$ cat config.mk
export PLATFORM = sky130hd
export DESIGN_NAME = im_fetch_arbiter
export DESIGN_NICKNAME = d
export VERILOG_FILES = /design/src/rtl/im_fetch_arbiter_pkg.sv /design/src/rtl/im_fetch_arbiter_fetch_fifo.sv /design/src/rtl/im_fetch_arbiter.sv
export SDC_FILE = /design/constraint.sdc
export NUM_CORES = 1
export LEC_CHECK = 0
export CORE_ASPECT_RATIO = 0.8
export CORE_MARGIN = 1
export CORE_UTILIZATION = 52
export CTS_CLUSTER_DIAMETER = 40
export DETAILED_ROUTE_END_ITERATION = 12
export PLACE_DENSITY = 0.86
export SLEW_MARGIN = 20
export SYNTH_ARGS = -nofsm -noshare
export SYNTH_HDL_FRONTEND = slang
export SYNTH_SLANG_ARGS = --single-unit
$ cat constraint.sdc
create_clock -name clk -period 6.6 [get_ports clk]
set_clock_uncertainty 0.1 [all_clocks]
set_input_delay 1.32 -clock clk [delete_from_list [all_inputs] [get_ports clk]]
set_output_delay 1.32 -clock clk [all_outputs]
set_load 0.01 [all_outputs]
$ cat src/rtl/im_fetch_arbiter_pkg.sv
// Shared constants for the instruction-memory fetch arbiter: code segment start,
// IM address width and the read-port grant encoding.
package im_fetch_arbiter_pkg;

    localparam int IM_AW = 16;

    localparam logic [IM_AW-1:0] CODE_SEG_PC = 16'h3000;

    typedef enum logic [1:0] {
        GNT_NONE  = 2'd0,
        GNT_FETCH = 2'd1,
        GNT_DBG   = 2'd2
    } grant_t;

endpackage

$ cat src/rtl/im_fetch_arbiter_fetch_fifo.sv
// Prefetch FIFO between the fetch port and decode: circular buffer with
// flush, and a head output forced to zero while empty.
module im_fetch_arbiter_fetch_fifo #(
    parameter int DEPTH = 2,
    parameter int W     = 48
) (
    input  logic                       clk,
    input  logic                       rst_n,
    input  logic                       i_push,
    input  logic                       i_pop,
    input  logic                       i_flush,
    input  logic [W-1:0]               i_wdata,
    output logic [W-1:0]               o_rdata,
    output logic                       o_valid,
    output logic [$clog2(DEPTH):0]     o_count
);

    localparam int PW = $clog2(DEPTH);
    localparam int CW = PW + 1;

    logic [W-1:0]  r_mem [DEPTH];
    logic [PW-1:0] r_wr_ptr;
    logic [PW-1:0] r_rd_ptr;
    logic [CW-1:0] r_count;
    logic          w_push;
    logic          w_pop;

    // Flush wins over both push and pop in the same cycle.
    assign w_push = i_push && !i_flush;
    assign w_pop  = i_pop  && !i_flush;

    always_ff @(posedge clk) begin
        if (w_push) begin
            r_mem[r_wr_ptr] <= i_wdata;
        end
    end

    always_ff @(posedge clk or negedge rst_n) begin
        if (!rst_n) begin
            r_wr_ptr <= '0;
            r_rd_ptr <= '0;
            r_count  <= '0;
        end else if (i_flush) begin
            r_wr_ptr <= '0;
            r_rd_ptr <= '0;
            r_count  <= '0;
        end else begin
            if (w_push) begin
                r_wr_ptr <= r_wr_ptr + 1'b1;
            end
            if (w_pop) begin
                r_rd_ptr <= r_rd_ptr + 1'b1;
            end
            case ({w_push, w_pop})
                2'b10:   r_count <= r_count + 1'b1;
                2'b01:   r_count <= r_count - 1'b1;
                default: r_count <= r_count;
            endcase
        end
    end

    assign o_valid = (r_count != '0);
    assign o_rdata = o_valid ? r_mem[r_rd_ptr] : '0;
    assign o_count = r_count;

endmodule

$ cat src/rtl/im_fetch_arbiter.sv
// Shares the single combinational im_32k read port between sequential
// instruction prefetch and a req/ack debug read port; redirects flush the FIFO.
module im_fetch_arbiter
    import im_fetch_arbiter_pkg::*;
#(
    parameter int             AW       = IM_AW,
    parameter int             DEPTH    = 2,
    parameter logic [AW-1:0]  RESET_PC = CODE_SEG_PC
) (
    input  logic          clk,
    input  logic          rst_n,
    output logic [AW-1:0] im_addr,
    input  logic [31:0]   im_dout,
    input  logic          redirect_valid,
    input  logic [AW-1:0] redirect_pc,
    output logic          inst_valid,
    output logic [31:0]   inst,
    output logic [AW-1:0] inst_pc,
    input  logic          inst_ready,
    input  logic          dbg_req,
    input  logic [AW-1:0] dbg_addr,
    output logic          dbg_ack,
    output logic [31:0]   dbg_rdata
);

    localparam int EW = 32 + AW;
    localparam int CW = $clog2(DEPTH) + 1;

    logic [AW-1:0] r_fetch_pc;
    logic          r_dbg_ack;
    logic [31:0]   r_dbg_rdata;
    grant_t        r_last_grant;

    grant_t        w_grant;
    logic [CW-1:0] w_count;
    logic          w_pop;
    logic          w_space;
    logic          w_push;
    logic [EW-1:0] w_head;
    logic          w_unused_bits;

    assign w_pop   = inst_valid && inst_ready;
    assign w_space = (w_count < CW'(DEPTH)) || w_pop;

    // Debug wins when fetch had the last turn or fetch cannot use the port,
    // which bounds debug latency to two cycles and alternates under contention.
    always_comb begin
        w_grant = GNT_NONE;
        if (!rst_n) begin
            w_grant = GNT_NONE;
        end else if (dbg_req && !r_dbg_ack && (r_last_grant == GNT_FETCH || !w_space)) begin
            w_grant = GNT_DBG;
        end else if (w_space && !redirect_valid) begin
            w_grant = GNT_FETCH;
        end
    end

    assign w_push  = (w_grant == GNT_FETCH);
    assign im_addr = (w_grant == GNT_DBG) ? {dbg_addr[AW-1:2], 2'b00} : r_fetch_pc;

    im_fetch_arbiter_fetch_fifo #(
        .DEPTH (DEPTH),
        .W     (EW)
    ) u_fetch_fifo (
        .clk     (clk),
        .rst_n   (rst_n),
        .i_push  (w_push),
        .i_pop   (w_pop),
        .i_flush (redirect_valid),
        .i_wdata ({im_dout, r_fetch_pc}),
        .o_rdata (w_head),
        .o_valid (inst_valid),
        .o_count (w_count)
    );

    assign inst    = w_head[EW-1:AW];
    assign inst_pc = w_head[AW-1:0];

    always_ff @(posedge clk or negedge rst_n) begin
        if (!rst_n) begin
            r_fetch_pc   <= RESET_PC;
            r_dbg_ack    <= 1'b0;
            r_dbg_rdata  <= '0;
            r_last_grant <= GNT_FETCH;
        end else begin
            if (redirect_valid) begin
                r_fetch_pc <= {redirect_pc[AW-1:2], 2'b00};
            end else if (w_push) begin
                r_fetch_pc <= r_fetch_pc + AW'(4);
            end
            r_dbg_ack <= (w_grant == GNT_DBG);
            if (w_grant == GNT_DBG) begin
                r_dbg_rdata <= im_dout;
            end
            if (w_grant != GNT_NONE) begin
                r_last_grant <= w_grant;
            end
        end
    end

    assign dbg_ack   = r_dbg_ack;
    assign dbg_rdata = r_dbg_rdata;

    assign w_unused_bits = ^{redirect_pc[1:0], dbg_addr[1:0]};

endmodule

# After elaboration in Yosys (flattened, before gate mapping)
# Memory sizes are Yosys's and may differ from the RTL's.
# Cells that the tools add are included.
[classes]
add_sub_neg = 5
eq_ne = 5
n_reduce_logical = 17
n_mux = 15
order_cmp = 1
[op_table]
columns = ["op", "count"]
rows = [
  ["16-bit two-way mux", 3],
  ["48-bit two-way mux", 1],
  ["16-bit by 3-bit adder with 16-bit output (second input constant)", 1],
  ["2-bit nonzero test", 5],
  ["1-bit two-way mux", 7],
  ["2-bit by 1-bit == test with 1-bit output (second input constant)", 3],
  ["1-bit logical AND", 6],
  ["2-bit two-way mux", 3],
  ["2-bit == test (second input constant)", 2],
  ["2-bit case mux with 2 select lines", 1],
  ["1-bit zero test", 3],
  ["3-bit nonzero test", 1],
  ["1-bit adder (second input constant)", 2],
  ["2-bit by 1-bit adder with 2-bit output (second input constant)", 1],
  ["1-bit logical OR", 2],
  ["2-bit less-than comparator (second input constant)", 1],
  ["2-bit by 1-bit subtractor with 2-bit output (second input constant)", 1],
]
[totals]
elab_cells = 51
input_bits = 69
ramBits = 96
register_bits = 55
output_inout_bits = 98
memories = 1
[mem_list]
columns = ["memory", "depth", "word_bits", "rd", "rd_clocked_by_memory_dff", "write_ports", "line", "source"]
rows = [
  ["u_fetch_fifo.r_mem", 2, 48, 1, 0, 1, "im_fetch_arbiter_fetch_fifo.sv:21", "logic [W-1:0] r_mem [DEPTH];"],
]

# Depth between registers and ports, before layout
# Gate-level depths: netlist of the first run.
[logic_depth]
depth_word = 13
ltp_mapped = 7
depth_no_buf = 5

# By module
# A second synthesis of the first run with hierarchy kept.
[unflattened]
hier_cells = 424
area_unflattened_um2 = 6222.2
[modules_own_cells]
columns = ["mod", "seq_area_each_um2", "n_inst", "cells_per_inst", "area_each_um2"]
rows = [
  ["im_fetch_arbiter_fetch_fifo", 2982.9, 1, 224, 3853.7],
  ["im_fetch_arbiter", 1229.9, 1, 200, 2368.5],
]

# Worst setup path before layout of the first run
# OpenSTA, ideal clock, no wires.
[synth_timing]
kind = "input to register"
startpoint = "input port redirect_valid"
endpoint = "memory u_fetch_fifo.r_mem[0][10] (enable)"
setup_time_ns = 0.449
path_stages = 6
required_ns = 6.051
path_buffers = 3
path_slack_ns = 1.892
t_arrival_ns = 4.159
path_cell_list = "nand2b_1 > buf_2 > or3_1 > clkbuf_1 > buf_2 > nor2_1"
[synth_between]
elab_chain_cells = 9
[synth_rtl]
columns = ["item", "line", "source"]
rows = [
  ["start, declared", "im_fetch_arbiter.sv:14", "input logic redirect_valid,"],
  ["1-bit zero test (*)", "im_fetch_arbiter_fetch_fifo.sv:29, im_fetch_arbiter.sv:53", ""],
  ["1-bit logical AND", "im_fetch_arbiter.sv:53", "end else if (w_space && !redirect_valid) begin"],
  ["1-bit two-way mux", "im_fetch_arbiter.sv:53", ""],
  ["2-bit two-way mux", "im_fetch_arbiter.sv:51", "end else if (dbg_req && !r_dbg_ack && (r_last_grant == GNT_FETCH || !w_space)) begin"],
  ["2-bit two-way mux", "im_fetch_arbiter.sv:49", "if (!rst_n) begin"],
  ["2-bit by 1-bit == test with 1-bit output", "im_fetch_arbiter.sv:58", "assign w_push = (w_grant == GNT_FETCH);"],
  ["1-bit logical AND (*)", "im_fetch_arbiter_fetch_fifo.sv:29", "assign w_push = i_push && !i_flush;"],
  ["1-bit two-way mux (*)", "im_fetch_arbiter_fetch_fifo.sv:33", "if (w_push) begin"],
  ["1-bit two-way mux (implied by the code) (*)", "im_fetch_arbiter_fetch_fifo.sv:34", "r_mem[r_wr_ptr] <= i_wdata;"],
  ["end, declared", "im_fetch_arbiter_fetch_fifo.sv:21", ""],
]
# Every way passes the cells marked *; elsewhere a longest branch is shown, timed or not.

# Worst setup path after layout of the first run
[layout_timing]
startpoint = "input port inst_ready"
endpoint = "output port im_addr[8]"
[layout_between]
elab_chain_cells = 9
word_cells_on_any_way = 11
cone_classes = "1 x eq/ne; 4 x mux; 6 x reduce/logical"
[layout_rtl]
columns = ["item", "line", "source"]
rows = [
  ["start, declared", "im_fetch_arbiter.sv:19", "input logic inst_ready,"],
  ["1-bit logical AND (*)", "im_fetch_arbiter.sv:42", "assign w_pop = inst_valid && inst_ready;"],
  ["1-bit logical OR (*)", "im_fetch_arbiter.sv:43", "assign w_space = (w_count < CW'(DEPTH)) || w_pop;"],
  ["1-bit zero test", "im_fetch_arbiter.sv:51", ""],
  ["1-bit logical OR", "im_fetch_arbiter.sv:51", ""],
  ["1-bit logical AND", "im_fetch_arbiter.sv:51", ""],
  ["2-bit two-way mux (*)", "im_fetch_arbiter.sv:51", ""],
  ["2-bit two-way mux (*)", "im_fetch_arbiter.sv:49", ""],
  ["2-bit == test (*)", "im_fetch_arbiter.sv:59", "assign im_addr = (w_grant == GNT_DBG) ? {dbg_addr[AW-1:2], 2'b00} : r_fetch_pc;"],
  ["16-bit two-way mux (*)", "im_fetch_arbiter.sv:59", ""],
  ["end, declared", "im_fetch_arbiter.sv:12", "output logic [AW-1:0] im_addr,"],
]
# Marks and branches as above.

==> results of run 1 <==
-- per-stage QoR --
step	utilization	setup slack (ns)
final	0.7535	1.116
after global routing	0.7535	0.9669
after CTS	0.7509	1.099
after detailed placement	0.6967	1.095
after global placement	0.6967	1.210
after floorplan	-	1.892
-- cells in the mapped netlist (all sizes together) (3+ instances only) --
| cell type | number | share of area |
|---|---|---|
| dfrtp | 50 | 0.21 |
| nand4 | 3 | 0.0031 |
| edfxtp | 92 | 0.46 |
| a21o | 4 | 0.0050 |
| nor4 | 3 | 0.0031 |
| and4 | 3 | 0.0044 |
| nand2 | 16 | 0.010 |
| clkbuf | 9 | 0.0056 |
| a221o | 6 | 0.010 |
| mux2 | 46 | 0.086 |
| nand3 | 5 | 0.0042 |
| or3 | 3 | 0.0031 |
| mux2i | 48 | 0.080 |
| nor2 | 53 | 0.033 |
| dfstp | 3 | 0.013 |
| nor3 | 6 | 0.0050 |
| o21ai | 8 | 0.0066 |
| inv | 7 | 0.0044 |
| a21oi | 5 | 0.0042 |
| buf | 18 | 0.018 |
| nand2b | 5 | 0.0052 |
| o211ai | 3 | 0.0037 |
-- cell families after synthesis --
| logic type | share of synthesized area |
|---|---|
| compound gates | 0.03821 |
| xor+xnor | 0.004361 |
| fa+ha+maj | 0.002076 |
| buf+inv | 0.02803 |
| flops | 0.6792 |
| mux | 0.1657 |
| other cells | 0.0006223 |
| simple gates | 0.08181 |
-- worst paths after layout --
kind	start	to	slack [ns]	depth (start not counted)
setup / recovery	inst_ready	im_addr[8]	1.12	6
setup reg to reg	u_fetch_fifo.o_count[1]	u_fetch_fifo.r_mem[0][47]	3.70	4
hold / removal	dbg_rdata[30]	dbg_rdata[30]	0.41	1
hold reg to reg	dbg_rdata[30]	dbg_rdata[30]	0.41	1
min in group asynchronous	rst_n	r_fetch_pc[14]	0.98	2
max in group asynchronous	rst_n	u_fetch_fifo.r_rd_ptr	4.88	2
-- per-layer routing --
metal / up-vias / part of all wire
li1: 1842 / -
met3: 14 / 0.070
met1: 1990 / 0.42
met2: 190 / 0.50
met4: 0 / 0.0099
met5: - / 0
-- layout make-up --
type / instances / area, sq um / share of cell area
Inverter: 7 / 26.28 / 0.003153
Multi-Input combinational cell: 239 / 1793 / 0.2151
Sequential cell: 145 / 4094 / 0.4912
Tap cell: 144 / 180.2 / 0.02162
Timing Repair Buffer: 164 / 1642 / 0.1970
Clock buffer: 22 / 464.2 / 0.05570
Clock inverter: 10 / 135.1 / 0.01621
-- flip-flops by register name (all words and copies together) (netlist names) --
signal	count
u_fetch_fifo.r_mem	92
dbg_rdata	32
r_fetch_pc	14
r_last_grant	2
u_fetch_fifo.o_count	2
dbg_ack	1
u_fetch_fifo.r_rd_ptr	1
u_fetch_fifo.r_wr_ptr	1
-- where the power goes --
| group | leakage [nW] | switching, mW | total [mW] | internal (mW) |
|---|---|---|---|---|
| clock network | 0.282 | 0.351 | 0.963 | 0.612 |
| logic | 1.25 | 0.270 | 0.673 | 0.403 |
| registers | 1.48 | 0.0917 | 1.21 | 1.12 |
| total | 3.01 | 0.713 | 2.85 | 2.14 |
==> metrics, run 1 <==
GP Congestion roughly 0.84; Setup crit start kind input pin; Max Freq about 0.18 GHz; VDD IR max 214.0 uV; Die Area 12030 sq um; most common cell after layout, fill and taps aside clkdlybuf4s50_1; GRT met2 Usage 0.3755; CP cell instances clkdlybuf4s50_1, nor2b_1, a21oi_1, and4bb_2, mux2_2, clkdlybuf4s50_1; Synth cell types 40; slowest CP cell and4bb_2; clk sinks 145; vias in the first global route about 4000; Worst path max stage delay a little over 0.8 ns; area of placed instances just under 8000 sq um; # rows 34; Rel. slew slack 0.4685; GRT busiest layer met2; area grow syn2layout 38.31%; Port-buffer cells approximately 160; Final Max Slew Viols 0; Yosys reg bits between 100 and 150; total track usage 0.2311; Hold Path Class flop to flop; half-perimeter wire length after placement 8.540 mm; number of synthesized flops with an enable pin 92; drt pass-1 iters 4; CP Data Required Time slightly above 5 ns; post-synthesis cell area 6026 sq um; RSZ-0062 raised after global routing no; CP Data Arrival Time 4.06 ns; final hold viol count 0; Remaining Overflow, GRT 0; setup_tns 0 ns; Remaining DRCs 0; clk_lat worst skew about 0.41 ns; Post-Syn Instances about 420; antenna violation net count after detailed routing 0; CTS tree done; ratio of cells with drive above 1 in the final layout 0.1550; WL final between 10 and 15 mm; ys flop type edfxtp_1; crit-path max FO 29; met3 usage 0.05432; final std cells w/o fill between 700 and 800; clock root cell clkbuf_16; Worst setup EP type output pin; clk slew on worst S/H paths 0.06 ns; Final Power about 2.8 mW; ANT cells 0; design area approximately 8300 sq um; Synth Area per Inst 14.52 sq um; Initial DRC Count 340; first-pass GRT wire length a little over 20 mm; placed cells between 600 and 700; critical path buffer and inverter count 2; Hold Buf Count CTS 0; H-tree depth 4; TritonCTS buffer count 17; Top delay family on crit path simple AND/OR/NAND/NOR gates; Clock Tree Buf Depth 2; post-CTS setup buffer count 0; pin count of the biggest net entering global routing 55; Finish-stage setup viols 0; GR met1 Demand/Resource 0.3001; Yosys Warn Count 0; maximum capacitance violations 0; DIE WIDTH about 120 um; status finished clean; Via density about 5.5; leak pwr roughly 3 nW; Core Box Area between 10000 and 15000 sq um; die height roughly 100 um; I/O Pins roughly 170; worst slew pin tran between 0.7 and 0.8 ns; Crit path top cell by count clkdlybuf4s50_1; Initial Utilization 0.5448; Seq/Total Area, Yosys 0.6792; Final nets approximately 640; Power Dens Cells 342.0 nW/um^2; Tcrit/Tclk final 0.8308; async set or reset register ratio after synthesis 0.3655; # resized after CTS 0; initial antenna violation count 0; most frequent cells in the layout clkdlybuf4s50_1, edfxtp_1, nor2_1; Fin Hold WS between 0.4 and 0.5 ns; CP Class input pin to output pin; WL per Instance approximately 18 um; via count a little over 4000; Min Clock Period, post-route about 5.5 ns; Filler cells 663
No activity file was read; power rests on OpenSTA's default activity.
==> inputs of run 2 (changes only) <==
--- a/config.mk
+++ b/config.mk
@@ -7,10 +7,10 @@
 export LEC_CHECK = 0
 export CORE_ASPECT_RATIO = 0.8
 export CORE_MARGIN = 1
-export CORE_UTILIZATION = 52
+export CORE_UTILIZATION = 48
 export CTS_CLUSTER_DIAMETER = 40
 export DETAILED_ROUTE_END_ITERATION = 12
-export PLACE_DENSITY = 0.86
+export PLACE_DENSITY = 0.8
 export SLEW_MARGIN = 20
 export SYNTH_ARGS = -nofsm -noshare
 export SYNTH_HDL_FRONTEND = slang
==> constraint.sdc (replaced) <==
create_clock -name clk -period 5.4 [get_ports clk]
set_clock_uncertainty 0.1 [all_clocks]
set_input_delay 1.08 -clock clk [delete_from_list [all_inputs] [get_ports clk]]
set_output_delay 1.08 -clock clk [all_outputs]
set_load 0.01 [all_outputs]
==> metrics, run 2 (synthesized netlist as in run 1, its figures left out) <==
first-pass GRT wire length 20.47 mm (-0.57%); Power Dens Cells 420.1 nW/um^2 (+23%); TritonCTS buffer count 17 (unchanged); Hold Buf Count CTS 0 (unchanged); Filler cells 861 (+30%); Clock Tree Buf Depth 2 (unchanged); Rel. slew slack 0.5246 (+0.05609); clk sinks 145 (unchanged); I/O Pins 167 (unchanged); most frequent cells in the layout clkdlybuf4s50_1, edfxtp_1, nor2_1; Top reg by flops u_fetch_fifo.r_mem; clk_lat worst skew 0.41 ns (about the same); CTS tree done; initial antenna violation count 0 (unchanged); Max Freq between 0.2 and 0.25 GHz; drt pass-1 iters 4 (unchanged); R2R depth 5 (+1); post-CTS setup buffer count 0 (unchanged); area grow syn2layout 40.70%; flop2flop setup slack 2.76 ns (-0.94 ns); clock root cell clkbuf_16; via count 3928 (-2.7%); Core Box Area 12210 sq um (+10%); status finished clean; worst slew pin tran 0.7132 ns (-0.08224 ns); GP Congestion 0.7924 (-5.4%); CP Data Arrival Time 3.67 ns (-0.39 ns); max reg flops 92 (unchanged); Finish-stage setup viols 0 (unchanged); Die Area 13010 sq um (+8.2%); Core Util, Final 0.6945 (-0.05896); Via density 5.148 (-6.8%); DIE WIDTH 127.3 um (+4.0%); VDD IR max 324.0 uV (+51%); setup_tns 0 ns (unchanged); Reg area 4096 sq um (about the same); maximum capacitance violations 0 (unchanged); Initial Utilization 0.4936 (-0.05115); pin count of the biggest net entering global routing 55 (unchanged); WL final 13.19 mm (-1.6%); Remaining DRCs 0 (unchanged); final hold viol count 0 (unchanged); # resized after CTS 0 (unchanged); Initial DRC Count 182 (-46%); hold_sp dbg_rdata[25]; reg2reg end dbg_rdata[9]; # rows 36 (+5.9%); Hold Path Class flop to flop; Min Clock Period, post-route between 4 and 5 ns; antenna violation net count after detailed routing 0 (unchanged); ratio of cells with drive above 1 in the final layout 0.1639 (+0.008826); RR Startpoint u_fetch_fifo.o_count[1]; worst hold stages 1 (unchanged); ANT cells 0 (unchanged); Port-buffer cells 158 (unchanged); Worst setup EP type output pin; Remaining Overflow, GRT 0 (unchanged); leak pwr 3.082 nW (+2.4%); CP Class input pin to output pin; H-tree depth 4 (unchanged); half-perimeter wire length after placement 8.849 mm (+3.6%); clk slew on worst S/H paths 0.06 ns (about the same); area of the multi-input gates 1792 sq um (about the same); CP Data Required Time 4.22 ns (-0.96 ns); RSZ-0062 raised after global routing no; Final Max Slew Viols 0 (unchanged); vias in the first global route 3941 (-3.0%); Final nets 649 (+0.78%); Setup crit start kind input pin; WL per Instance 17.28 um (-5.8%); die height 102.2 um (+4.0%); crit-path max FO 20 (-31%); total track usage 0.2130 (-0.01811); Worst Hold Path EP dbg_rdata[25]; Tcrit/Tclk final 0.8973; most common cell after layout, fill and taps aside clkdlybuf4s50_1
==> run 2: power by group <==
part	total (mW)	internal, mW	switching [mW]
registers	1.49	1.37	0.118
logic	0.820	0.501	0.319
clock network	1.25	0.819	0.432
total	3.56	2.69	0.870
==> run 2: worst max path at each step <==
stage,end,startpoint,depth (start not counted)
final,im_addr[12],inst_ready,6
after global routing,im_addr[2],inst_ready,6
after CTS,im_addr[13],inst_ready,6
after detailed placement,im_addr[13],inst_ready,6
after global placement,im_addr[11],inst_ready,6
after floorplan,u_fetch_fifo.r_mem[0][10],redirect_valid,6
==> run 2: worst max-delay path, stage by stage <==
cell and delay [ns]:
clkdlybuf4s50_1 0.47, nor2b_1 0.43, a21oi_1 0.09, and4bb_2 0.69, mux2_2 0.40, clkdlybuf4s50_1 0.49
==> run 2: stage by stage <==
step / power [mW] / instance area (sq um) / setup WS, ns / std cells / hold WS [ns]
finish: 3.562 / 8478 / 0.5548 / 763 / 0.4057
CTS: 3.595 / 8476 / 0.5454 / 763 / 0.4082
floorplan: 1.838 / 6037 / 0.9316 / 418 / 0.3751
global placement: 2.289 / 7782 / 0.6530 / 729 / 0.3900
detailed placement: 2.335 / 7838 / 0.5427 / 731 / 0.3955
global route: 3.710 / 8478 / 0.4077 / 763 / 0.4127
==> run 2: final cells by class <==
| type | count | area share |
|---|---|---|
| sequential | 145 | 0.4832 |
| multi-input combinational | 239 | 0.2113 |
| timing repair buffer | 169 | 0.2019 |
| clock buffer | 18 | 0.05062 |
| tap | 171 | 0.02524 |
| clock inverter | 14 | 0.02465 |
| inverter | 7 | 0.003099 |
==> run 2: routing by layer <==
metal,vias to the layer above,part of all wire,GRT usage
li1,1858,-,-
met1,1929,0.44,0.2690
met2,129,0.50,0.3522
met3,12,0.054,0.06597
met4,0,0.011,0.07418
met5,-,0,0
